--- src/rtl/mem_arb_pkg.sv ---
// Shared types for the unified-memory port arbiter: FSM states, owner id and
// the registered memory transaction.
package mem_arb_pkg;

    localparam int MEM_AW = 32;
    localparam int MEM_DW = 32;

    typedef enum logic [1:0] {
        IDLE,
        ISSUE,
        WAIT_RSP
    } state_e;

    typedef enum logic {
        OWN_IF,
        OWN_LS
    } owner_e;

    // Captured at accept; drives the mem_* request fields until the response.
    typedef struct packed {
        logic [MEM_AW-1:0]   addr;
        logic                we;
        logic [MEM_DW-1:0]   wdata;
        logic [MEM_DW/8-1:0] be;
    } mem_txn_t;

endpackage

--- src/rtl/mem_port_arbiter_if.sv ---
// Bundle of the fetch, load/store and memory handshakes around the arbiter.
// slave: the arbiter's view. master: the core requesters plus the memory.
interface mem_port_arbiter_if #(
    parameter int AW = 32,
    parameter int DW = 32
);
    logic          if_valid;
    logic          if_ready;
    logic [AW-1:0] if_addr;
    logic          if_rsp_valid;
    logic [DW-1:0] if_rdata;
    logic          if_rsp_err;

    logic            ls_valid;
    logic            ls_ready;
    logic [AW-1:0]   ls_addr;
    logic            ls_we;
    logic [DW-1:0]   ls_wdata;
    logic [DW/8-1:0] ls_be;
    logic            ls_rsp_valid;
    logic [DW-1:0]   ls_rdata;
    logic            ls_rsp_err;

    logic            mem_req;
    logic            mem_gnt;
    logic [AW-1:0]   mem_addr;
    logic            mem_we;
    logic [DW-1:0]   mem_wdata;
    logic [DW/8-1:0] mem_be;
    logic            mem_rvalid;
    logic [DW-1:0]   mem_rdata;

    logic busy;

    modport slave (
        input  if_valid, if_addr,
        output if_ready, if_rsp_valid, if_rdata, if_rsp_err,
        input  ls_valid, ls_addr, ls_we, ls_wdata, ls_be,
        output ls_ready, ls_rsp_valid, ls_rdata, ls_rsp_err,
        output mem_req, mem_addr, mem_we, mem_wdata, mem_be,
        input  mem_gnt, mem_rvalid, mem_rdata,
        output busy
    );

    modport master (
        output if_valid, if_addr,
        input  if_ready, if_rsp_valid, if_rdata, if_rsp_err,
        output ls_valid, ls_addr, ls_we, ls_wdata, ls_be,
        input  ls_ready, ls_rsp_valid, ls_rdata, ls_rsp_err,
        input  mem_req, mem_addr, mem_we, mem_wdata, mem_be,
        output mem_gnt, mem_rvalid, mem_rdata,
        input  busy
    );

endinterface

--- src/rtl/mem_arb_watchdog.sv ---
// Response watchdog. Cleared when the memory grants, counts while enabled,
// saturates instead of wrapping. expired fires in the cycle whose increment
// would bring the count to TIMEOUT-1, so the registered error response lands
// exactly TIMEOUT cycles after the grant.
module mem_arb_watchdog #(
    parameter int TIMEOUT = 64
) (
    input  logic clk,
    input  logic rst,
    input  logic clear,
    input  logic enable,
    output logic expired
);

    localparam int CW = $clog2(TIMEOUT + 1);
    localparam logic [CW-1:0] LAST = CW'(TIMEOUT - 2);
    localparam logic [CW-1:0] TOP  = CW'(TIMEOUT);

    logic [CW-1:0] count;

    // Count cycles spent waiting; hold at TOP.
    always_ff @(posedge clk or posedge rst) begin
        if (rst)
            count <= '0;
        else if (clear)
            count <= '0;
        else if (enable && count != TOP)
            count <= count + CW'(1);
    end

    assign expired = enable && (count == LAST);

endmodule

--- src/rtl/mem_port_arbiter.sv ---
// Arbiter sharing one single-ported memory between instruction fetch (IF)
// and load/store (LS). One transaction in flight; a watchdog turns a lost
// memory response into an error response.
// Build option: define ARB_RR_EN for round-robin arbitration; otherwise LS
// has fixed priority over IF.
module mem_port_arbiter
    import mem_arb_pkg::*;
#(
    parameter int AW      = MEM_AW,
    parameter int DW      = MEM_DW,
    parameter int TIMEOUT = 64
) (
    input logic               clk,
    input logic               rst,
    mem_port_arbiter_if.slave bus
);

    state_e   state, state_nxt;
    owner_e   owner;
    mem_txn_t txn;

    logic grant_if, grant_ls, accept;
    logic wd_clear, wd_en, wd_expired;
    logic rsp_fire, rsp_err;
    logic [DW-1:0] rsp_data;

    logic          if_rsp_q, if_err_q, ls_rsp_q, ls_err_q;
    logic [DW-1:0] if_rdata_q, ls_rdata_q;

`ifdef ARB_RR_EN
    owner_e rr_last;
`endif

    // Pick a winner among valid requesters; only possible in IDLE.
    always_comb begin
        grant_if = 1'b0;
        grant_ls = 1'b0;
        if (state == IDLE && !rst) begin
`ifdef ARB_RR_EN
            if (bus.if_valid && bus.ls_valid) begin
                grant_ls = (rr_last == OWN_IF);
                grant_if = (rr_last == OWN_LS);
            end else begin
                grant_if = bus.if_valid;
                grant_ls = bus.ls_valid;
            end
`else
            grant_ls = bus.ls_valid;
            grant_if = bus.if_valid && !bus.ls_valid;
`endif
        end
    end

    assign accept      = grant_if || grant_ls;
    assign bus.if_ready = grant_if;
    assign bus.ls_ready = grant_ls;

    // State register.
    always_ff @(posedge clk or posedge rst) begin
        if (rst)
            state <= IDLE;
        else
            state <= state_nxt;
    end

    // Next state and state-decoded controls.
    always_comb begin
        state_nxt   = state;
        bus.mem_req = 1'b0;
        bus.busy    = 1'b1;
        wd_clear    = 1'b0;
        wd_en       = 1'b0;
        case (state)
            IDLE: begin
                bus.busy = 1'b0;
                if (accept)
                    state_nxt = ISSUE;
            end
            ISSUE: begin
                bus.mem_req = 1'b1;
                if (bus.mem_gnt) begin
                    wd_clear  = 1'b1;
                    state_nxt = WAIT_RSP;
                end
            end
            WAIT_RSP: begin
                wd_en = 1'b1;
                if (bus.mem_rvalid || wd_expired)
                    state_nxt = IDLE;
            end
            default: state_nxt = IDLE;
        endcase
    end

    mem_arb_watchdog #(.TIMEOUT(TIMEOUT)) u_watchdog (
        .clk     (clk),
        .rst     (rst),
        .clear   (wd_clear),
        .enable  (wd_en),
        .expired (wd_expired)
    );

    // Capture the winning request; IF is always a full-word read.
    always_ff @(posedge clk or posedge rst) begin
        if (rst) begin
            txn   <= '0;
            owner <= OWN_IF;
        end else if (accept) begin
            if (grant_ls) begin
                owner     <= OWN_LS;
                txn.addr  <= bus.ls_addr;
                txn.we    <= bus.ls_we;
                txn.wdata <= bus.ls_wdata;
                txn.be    <= bus.ls_be;
            end else begin
                owner     <= OWN_IF;
                txn.addr  <= bus.if_addr;
                txn.we    <= 1'b0;
                txn.wdata <= '0;
                txn.be    <= '1;
            end
        end
    end

`ifdef ARB_RR_EN
    // Remember who was granted last; moves only on accept.
    always_ff @(posedge clk or posedge rst) begin
        if (rst)
            rr_last <= OWN_IF;
        else if (accept)
            rr_last <= grant_ls ? OWN_LS : OWN_IF;
    end
`endif

    assign bus.mem_addr  = txn.addr;
    assign bus.mem_we    = txn.we;
    assign bus.mem_wdata = txn.wdata;
    assign bus.mem_be    = txn.be;

    // rvalid beats the watchdog when both land in the same cycle.
    assign rsp_fire = (state == WAIT_RSP) && (bus.mem_rvalid || wd_expired);
    assign rsp_err  = !bus.mem_rvalid;
    assign rsp_data = (bus.mem_rvalid && !txn.we) ? bus.mem_rdata : '0;

    // One-cycle response pulse to the owner only; idle outputs read as zero.
    always_ff @(posedge clk or posedge rst) begin
        if (rst) begin
            if_rsp_q   <= 1'b0;
            if_err_q   <= 1'b0;
            if_rdata_q <= '0;
            ls_rsp_q   <= 1'b0;
            ls_err_q   <= 1'b0;
            ls_rdata_q <= '0;
        end else begin
            if_rsp_q   <= 1'b0;
            if_err_q   <= 1'b0;
            if_rdata_q <= '0;
            ls_rsp_q   <= 1'b0;
            ls_err_q   <= 1'b0;
            ls_rdata_q <= '0;
            if (rsp_fire) begin
                if (owner == OWN_LS) begin
                    ls_rsp_q   <= 1'b1;
                    ls_err_q   <= rsp_err;
                    ls_rdata_q <= rsp_data;
                end else begin
                    if_rsp_q   <= 1'b1;
                    if_err_q   <= rsp_err;
                    if_rdata_q <= rsp_data;
                end
            end
        end
    end

    assign bus.if_rsp_valid = if_rsp_q;
    assign bus.if_rsp_err   = if_err_q;
    assign bus.if_rdata     = if_rdata_q;
    assign bus.ls_rsp_valid = ls_rsp_q;
    assign bus.ls_rsp_err   = ls_err_q;
    assign bus.ls_rdata     = ls_rdata_q;

endmodule
--- src/flat_wrapper.sv ---
// flat-port wrapper written by rule: the top's interface ports become plain ports
module mem_port_arbiter_flat import mem_arb_pkg::*;
#(
    parameter int AW      = MEM_AW,
    parameter int DW      = MEM_DW,
    parameter int TIMEOUT = 64
)
  (clk, rst, bus_if_valid, bus_if_addr, bus_if_ready, bus_if_rsp_valid, bus_if_rdata, bus_if_rsp_err, bus_ls_valid, bus_ls_addr, bus_ls_we, bus_ls_wdata, bus_ls_be, bus_ls_ready, bus_ls_rsp_valid, bus_ls_rdata, bus_ls_rsp_err, bus_mem_req, bus_mem_addr, bus_mem_we, bus_mem_wdata, bus_mem_be, bus_mem_gnt, bus_mem_rvalid, bus_mem_rdata, bus_busy);
  mem_port_arbiter_if #(.AW(AW), .DW(DW)) bus_i ();
  input logic clk;
  input logic rst;
  input wire logic [$bits(bus_i.if_valid)-1:0] bus_if_valid;
  input wire logic [$bits(bus_i.if_addr)-1:0] bus_if_addr;
  output wire logic [$bits(bus_i.if_ready)-1:0] bus_if_ready;
  output wire logic [$bits(bus_i.if_rsp_valid)-1:0] bus_if_rsp_valid;
  output wire logic [$bits(bus_i.if_rdata)-1:0] bus_if_rdata;
  output wire logic [$bits(bus_i.if_rsp_err)-1:0] bus_if_rsp_err;
  input wire logic [$bits(bus_i.ls_valid)-1:0] bus_ls_valid;
  input wire logic [$bits(bus_i.ls_addr)-1:0] bus_ls_addr;
  input wire logic [$bits(bus_i.ls_we)-1:0] bus_ls_we;
  input wire logic [$bits(bus_i.ls_wdata)-1:0] bus_ls_wdata;
  input wire logic [$bits(bus_i.ls_be)-1:0] bus_ls_be;
  output wire logic [$bits(bus_i.ls_ready)-1:0] bus_ls_ready;
  output wire logic [$bits(bus_i.ls_rsp_valid)-1:0] bus_ls_rsp_valid;
  output wire logic [$bits(bus_i.ls_rdata)-1:0] bus_ls_rdata;
  output wire logic [$bits(bus_i.ls_rsp_err)-1:0] bus_ls_rsp_err;
  output wire logic [$bits(bus_i.mem_req)-1:0] bus_mem_req;
  output wire logic [$bits(bus_i.mem_addr)-1:0] bus_mem_addr;
  output wire logic [$bits(bus_i.mem_we)-1:0] bus_mem_we;
  output wire logic [$bits(bus_i.mem_wdata)-1:0] bus_mem_wdata;
  output wire logic [$bits(bus_i.mem_be)-1:0] bus_mem_be;
  input wire logic [$bits(bus_i.mem_gnt)-1:0] bus_mem_gnt;
  input wire logic [$bits(bus_i.mem_rvalid)-1:0] bus_mem_rvalid;
  input wire logic [$bits(bus_i.mem_rdata)-1:0] bus_mem_rdata;
  output wire logic [$bits(bus_i.busy)-1:0] bus_busy;
  assign bus_i.if_valid = bus_if_valid;
  assign bus_i.if_addr = bus_if_addr;
  assign bus_if_ready = bus_i.if_ready;
  assign bus_if_rsp_valid = bus_i.if_rsp_valid;
  assign bus_if_rdata = bus_i.if_rdata;
  assign bus_if_rsp_err = bus_i.if_rsp_err;
  assign bus_i.ls_valid = bus_ls_valid;
  assign bus_i.ls_addr = bus_ls_addr;
  assign bus_i.ls_we = bus_ls_we;
  assign bus_i.ls_wdata = bus_ls_wdata;
  assign bus_i.ls_be = bus_ls_be;
  assign bus_ls_ready = bus_i.ls_ready;
  assign bus_ls_rsp_valid = bus_i.ls_rsp_valid;
  assign bus_ls_rdata = bus_i.ls_rdata;
  assign bus_ls_rsp_err = bus_i.ls_rsp_err;
  assign bus_mem_req = bus_i.mem_req;
  assign bus_mem_addr = bus_i.mem_addr;
  assign bus_mem_we = bus_i.mem_we;
  assign bus_mem_wdata = bus_i.mem_wdata;
  assign bus_mem_be = bus_i.mem_be;
  assign bus_i.mem_gnt = bus_mem_gnt;
  assign bus_i.mem_rvalid = bus_mem_rvalid;
  assign bus_i.mem_rdata = bus_mem_rdata;
  assign bus_busy = bus_i.busy;
  mem_port_arbiter #(.AW(AW), .DW(DW), .TIMEOUT(TIMEOUT)) u_core (.clk(clk), .rst(rst), .bus(bus_i));
endmodule
--- config.mk ---
export PLATFORM = sky130hd
export DESIGN_NAME = mem_port_arbiter_flat
export DESIGN_NICKNAME = d
export VERILOG_FILES = /design/src/rtl/mem_arb_pkg.sv /design/src/rtl/mem_port_arbiter_if.sv /design/src/rtl/mem_arb_watchdog.sv /design/src/rtl/mem_port_arbiter.sv /design/src/flat_wrapper.sv
export SDC_FILE = /design/constraint.sdc
export NUM_CORES = 1
export LEC_CHECK = 0
export ABC_AREA = 1
export BUFFER_PORTS_ARGS = -buffer_cell sky130_fd_sc_hd__buf_2
export CAP_MARGIN = 30
export CORE_AREA = 2 2 123 125
export DETAILED_ROUTE_END_ITERATION = 6
export DIE_AREA = 0 0 125 127
export GPL_ROUTABILITY_DRIVEN = 0
export PLACE_DENSITY = 0.85
export SLEW_MARGIN = 10
export SYNTH_ARGS = -nofsm -noshare
export SYNTH_HDL_FRONTEND = slang
export SYNTH_SLANG_ARGS = --single-unit
--- constraint.sdc ---
create_clock -name clk -period 5.5 [get_ports clk]
set_clock_uncertainty 0.15 [all_clocks]
set_input_delay 0.275 -clock clk [delete_from_list [all_inputs] [get_ports clk]]
set_output_delay 0.275 -clock clk [all_outputs]
set_load 0.01 [all_outputs]
==> impl_results.html <==
<table>
<tr><th>Metric</th><th>Value</th></tr>
<tr><th colspan="2">Run status</th></tr>
<tr><td>Status</td><td>completed</td></tr>
<tr><th colspan="2">Timing</th></tr>
<tr><td>Slew headroom</td><td>0.419</td></tr>
<tr><td>Share of the cycle needed by the critical path after routing</td><td>0.599</td></tr>
<tr><td>Final sum of negative setup slack</td><td>0 ns</td></tr>
<tr><td># setup viols final</td><td>0</td></tr>
<tr><td>Slew Viols, Final</td><td>0</td></tr>
<tr><td>Final-report hold violation count</td><td>0</td></tr>
<tr><td>RSZ-0062 raised after global routing</td><td>false</td></tr>
<tr><td>Min Clock Period, post-route</td><td>approximately 3.3 ns</td></tr>
<tr><td>Peak Freq</td><td>~300 MHz</td></tr>
<tr><td>Tightest Pin Transition</td><td>roughly 0.87 ns</td></tr>
<tr><th colspan="2">Logic synthesis</th></tr>
<tr><td>Post-Synthesis Cells</td><td>770</td></tr>
<tr><td>Synthesized-area fraction occupied by adder cells</td><td>0.00582</td></tr>
<tr><td>Cell with the most instances after synthesis</td><td>nand2_1</td></tr>
<tr><td>Area of the mapped netlist</td><td>6450 sq um</td></tr>
<tr><td>Ranking of synthesized cells by area</td><td>dfrtp_1 (57%), nand2_1 (22%), nor2_1 (4.2%), nor2_4 (4.2%), inv_1 (3.1%)</td></tr>
<tr><td>Post-synth top flop</td><td>dfrtp_1</td></tr>
<tr><td>Multiplexer share of the synthesized area</td><td>0</td></tr>
<tr><td>Per-instance average area after synthesis</td><td>approximately 8.4 sq um</td></tr>
<tr><td>Basic-gate share of the synthesized area counting and, or, nand and nor cells</td><td>0.341</td></tr>
<tr><td>Yosys synthesis warning count</td><td>0</td></tr>
<tr><td>Register area share after synthesis</td><td>0.570</td></tr>
<tr><td>Dominant cell type by area after synthesis</td><td>dfrtp_1</td></tr>
<tr><td>Distinct cell type count after synthesis</td><td>24</td></tr>
<tr><td>Commonest cells in the netlist</td><td>nand2_1 (379), dfrtp_1 (147), nor2_1 (73)</td></tr>
<tr><td>Synth Net Count</td><td>between 900 and 1000</td></tr>
<tr><td>Share of the synthesized netlist area taken by xor and xnor gates</td><td>0.00407</td></tr>
<tr><td>Count of flip-flops with a built-in enable after synthesis</td><td>0</td></tr>
<tr><td>Compound-gate portion of the synthesized area</td><td>0.00524</td></tr>
<tr><td>Proportion of netlist area held by the largest area contributor</td><td>0.570</td></tr>
<tr><td>Largest family of logic cells by synthesized area</td><td>simple AND/OR/NAND/NOR gates</td></tr>
<tr><td>Share of synthesized flip-flops with an asynchronous set or reset</td><td>1.00</td></tr>
<tr><td>Flip-flop and latch count after synthesis</td><td>roughly 150</td></tr>
<tr><th colspan="2">Clock tree</th></tr>
<tr><td>Clock edge transition at the registers on the reported setup and hold paths</td><td>0.06 ns</td></tr>
<tr><td>Buffer type at the clock tree root</td><td>clkbuf_16</td></tr>
<tr><td>Post-CTS Resized</td><td>0</td></tr>
<tr><td>H-tree levels</td><td>4</td></tr>
<tr><td>Number of hold buffers added after CTS</td><td>65</td></tr>
<tr><td>Clock tree from TritonCTS</td><td>done</td></tr>
<tr><td># Post-CTS Setup Buffers</td><td>0</td></tr>
<tr><td>Deepest clock path buffer count</td><td>2</td></tr>
<tr><td>Clock sink count</td><td>~150</td></tr>
<tr><td>Clock Latency Late Sink</td><td>around 0.4 ns</td></tr>
<tr><td>Number of clock buffers inserted by TritonCTS</td><td>17</td></tr>
<tr><th colspan="2">Critical path</th></tr>
<tr><td>Crit path launch type</td><td>input pin</td></tr>
<tr><td>Launching element of the worst setup path</td><td>rst</td></tr>
<tr><td>Largest fanout on the critical path</td><td>78</td></tr>
<tr><td>Setup slack of the worst register-to-register path</td><td>2.80 ns</td></tr>
<tr><td>Crit Reg-Reg Startpoint</td><td>u_core.state[0]</td></tr>
<tr><td>Worst flop-to-flop path endpoint</td><td>u_core.bus.mem_addr[1]</td></tr>
<tr><td>Crit path DAT</td><td>~3.5 ns</td></tr>
<tr><td>Number of cells traversed by the worst register-to-register path</td><td>10</td></tr>
<tr><td>Type of destination of the critical path</td><td>register</td></tr>
<tr><td>End point of the critical path</td><td>u_core.bus.mem_addr[1]</td></tr>
<tr><td>Critical path data required time</td><td>about 5.7 ns</td></tr>
<tr><td>Critical path type</td><td>input pin to register</td></tr>
<tr><th colspan="2">Floorplan</th></tr>
<tr><td>Die area</td><td>approximately 16000 sq um</td></tr>
<tr><td>Die Width</td><td>about 130 um</td></tr>
<tr><td>Die boundary height</td><td>roughly 130 um</td></tr>
<tr><td>Number of primary I/O pins</td><td>280</td></tr>
<tr><td>Core footprint</td><td>~14000 sq um</td></tr>
<tr><td>Std cell rows</td><td>44</td></tr>
<tr><td>Starting utilization of the core area</td><td>0.447</td></tr>
<tr><th colspan="2">GRT</th></tr>
<tr><td>First-pass GRT wire length</td><td>between 30 and 40 mm</td></tr>
<tr><td>Number of global-route vias before repair</td><td>~6300</td></tr>
<tr><td>Overflow after GRT</td><td>0</td></tr>
<tr><td>Pin count of the biggest net entering global routing</td><td>79</td></tr>
<tr><td>Antenna violations before repair</td><td>0</td></tr>
<tr><td>GRT Total Usage</td><td>0.237</td></tr>
<tr><th colspan="2">Drt</th></tr>
<tr><td>Number of iterations in the first detailed-routing pass</td><td>5</td></tr>
<tr><td>Final wirelength</td><td>approximately 18 mm</td></tr>
<tr><td>Post-detailed-route via-to-cell ratio</td><td>between 4 and 5</td></tr>
<tr><td>Drt initial violations</td><td>between 400 and 500</td></tr>
<tr><td>Final antenna-violating net count</td><td>0</td></tr>
<tr><td>Post-detailed-route DRC marker count</td><td>0</td></tr>
<tr><td>Total number of vias</td><td>between 6000 and 7000</td></tr>
<tr><td>Routed wire per std cell</td><td>14.1 um</td></tr>
<tr><th colspan="2">Flow run</th></tr>
<tr><td>Number of maximum-capacitance violations</td><td>0</td></tr>
<tr><th colspan="2">Final layout</th></tr>
<tr><td>Synth-to-Final Area Change</td><td>43.4%</td></tr>
<tr><td>Number of nets in the layout</td><td>~1200</td></tr>
<tr><td>Share of final-layout standard cells stronger than drive strength 1</td><td>0.331</td></tr>
<tr><td>Final antenna diode count</td><td>0</td></tr>
<tr><th colspan="2">Power</th></tr>
<tr><td>Power per unit of standard cell area</td><td>429 nW/um^2</td></tr>
<tr><td>Overall Power</td><td>~4000 uW</td></tr>
<tr><td>IR Drop Worst-Case VDD</td><td>approximately 0.23 mV</td></tr>
<tr><td>Leakage power figure</td><td>~0.0053 uW</td></tr>
<tr><th colspan="2">Placed design</th></tr>
<tr><td>Port buffer count</td><td>around 280</td></tr>
<tr><td>Post-detail-place hpwl</td><td>about 12 mm</td></tr>
<tr><th colspan="2">Worst hold path</th></tr>
<tr><td>Worst min-delay path category</td><td>input pin to register</td></tr>
</table>
-- registers in the layout, summed over array words and instances (netlist names) --
name / cells
u_core.bus.if_rdata: 32
u_core.bus.ls_rdata: 32
u_core.bus.if_rsp_valid: 1
u_core.owner: 1
u_core.bus.mem_addr: 32
u_core.bus.mem_be: 4
u_core.state: 2
u_core.bus.if_rsp_err: 1
u_core.bus.mem_we: 1
u_core.bus.ls_rsp_err: 1
u_core.bus.ls_rsp_valid: 1
u_core.bus.mem_wdata: 32
u_core.u_watchdog.count: 7
-- report_power, final --
part	internal, uW	switching [uW]
Sequential	1340	148
Clock	766	458
Combinational	458	793
-- logic make-up after synthesis --
group                      after synthesis
and+or+nand+nor                        514
adders and majority gates                3
AOI/OAI and AO/OA                        6
DFF                                    147
xor gates and xnor gates                 3
buffers and inverters                   97
-- layout make-up --
type / count / area, sq um
Fill cell: 1112 / 5180
Sequential cell: 147 / 3680
Multi-Input combinational cell: 526 / 2310
Timing Repair Buffer: 355 / 2190
Clock buffer: 18 / 429
Tap cell: 184 / 230
Inverter: 56 / 215
Clock inverter: 14 / 201
-- worst max-delay path: stages --
cell,delay [ns]
dlygate4sd3_1,0.53
buf_2,0.15
inv_6,0.46
nand3_1,0.22
buf_4,0.31
inv_2,0.42
buf_12,0.27
nand2_1,0.07
nand2_1,0.05
dlygate4sd3_1,0.54
nand2_1,0.05
nand2_1,0.07
-- worst min-delay path by stage --
stage,start,end,slack (ns),cells after the start
finish,bus_if_addr[19],u_core.bus.mem_addr[19],0.01,5
global route,bus_mem_rdata[6],u_core.bus.if_rdata[6],0.01,5
CTS,bus_ls_addr[8],u_core.bus.mem_addr[8],0.0003,5
detailed placement,rst,u_core.bus.mem_wdata[31],0.29,2
global placement,rst,u_core.bus.mem_wdata[20],0.28,2
floorplan,bus_mem_gnt,u_core.state[0],0.23,1
-- through the flow --
stage	cell area [sq um]	instances	hold WS, ns	setup WS (ns)	utilization
2_1_floorplan	6450	770	0.232	0.728	-
3_3_place_gp	7880	1199	0.278	2.51	0.546
3_5_place_dp	7950	1202	0.287	2.82	0.551
4_1_cts	9230	1299	0.000273	2.20	0.640
5_1_grt	9250	1300	0.0129	1.89	0.641
6_report	9250	1300	0.0120	2.21	0.641
-- cell usage in the layout (no fill, tap or decap), types with 2 or more instances in the layout --
| master | instances |
|---|---|
| buf_12 | 3 |
| buf_2 | 279 |
| buf_4 | 7 |
| bufinv_16 | 4 |
| clkbuf_16 | 17 |
| clkinv_4 | 3 |
| clkinvlp_4 | 2 |
| dfrtp_1 | 147 |
| dlygate4sd3_1 | 65 |
| ha_1 | 3 |
| inv_1 | 52 |
| inv_2 | 2 |
| inv_6 | 5 |
| nand2_1 | 379 |
| nand3_1 | 12 |
| nand4_1 | 5 |
| nor2_1 | 73 |
| nor2_2 | 18 |
| nor2_4 | 24 |
| o21ai_0 | 4 |
| xor2_1 | 3 |
-- per-layer routing --
metal / GRT usage / vias up / part of all wire / routed length, um
met5: 0 / - / 0 / 0
met2: 0.414 / 262 / 0.51 / 9250
met1: 0.267 / 2860 / 0.38 / 6900
met3: 0.0657 / 62 / 0.072 / 1320
met4: 0.125 / 0 / 0.044 / 798
li1: - / 2936 / - / -
No activity file was read; power rests on OpenSTA's default activity.
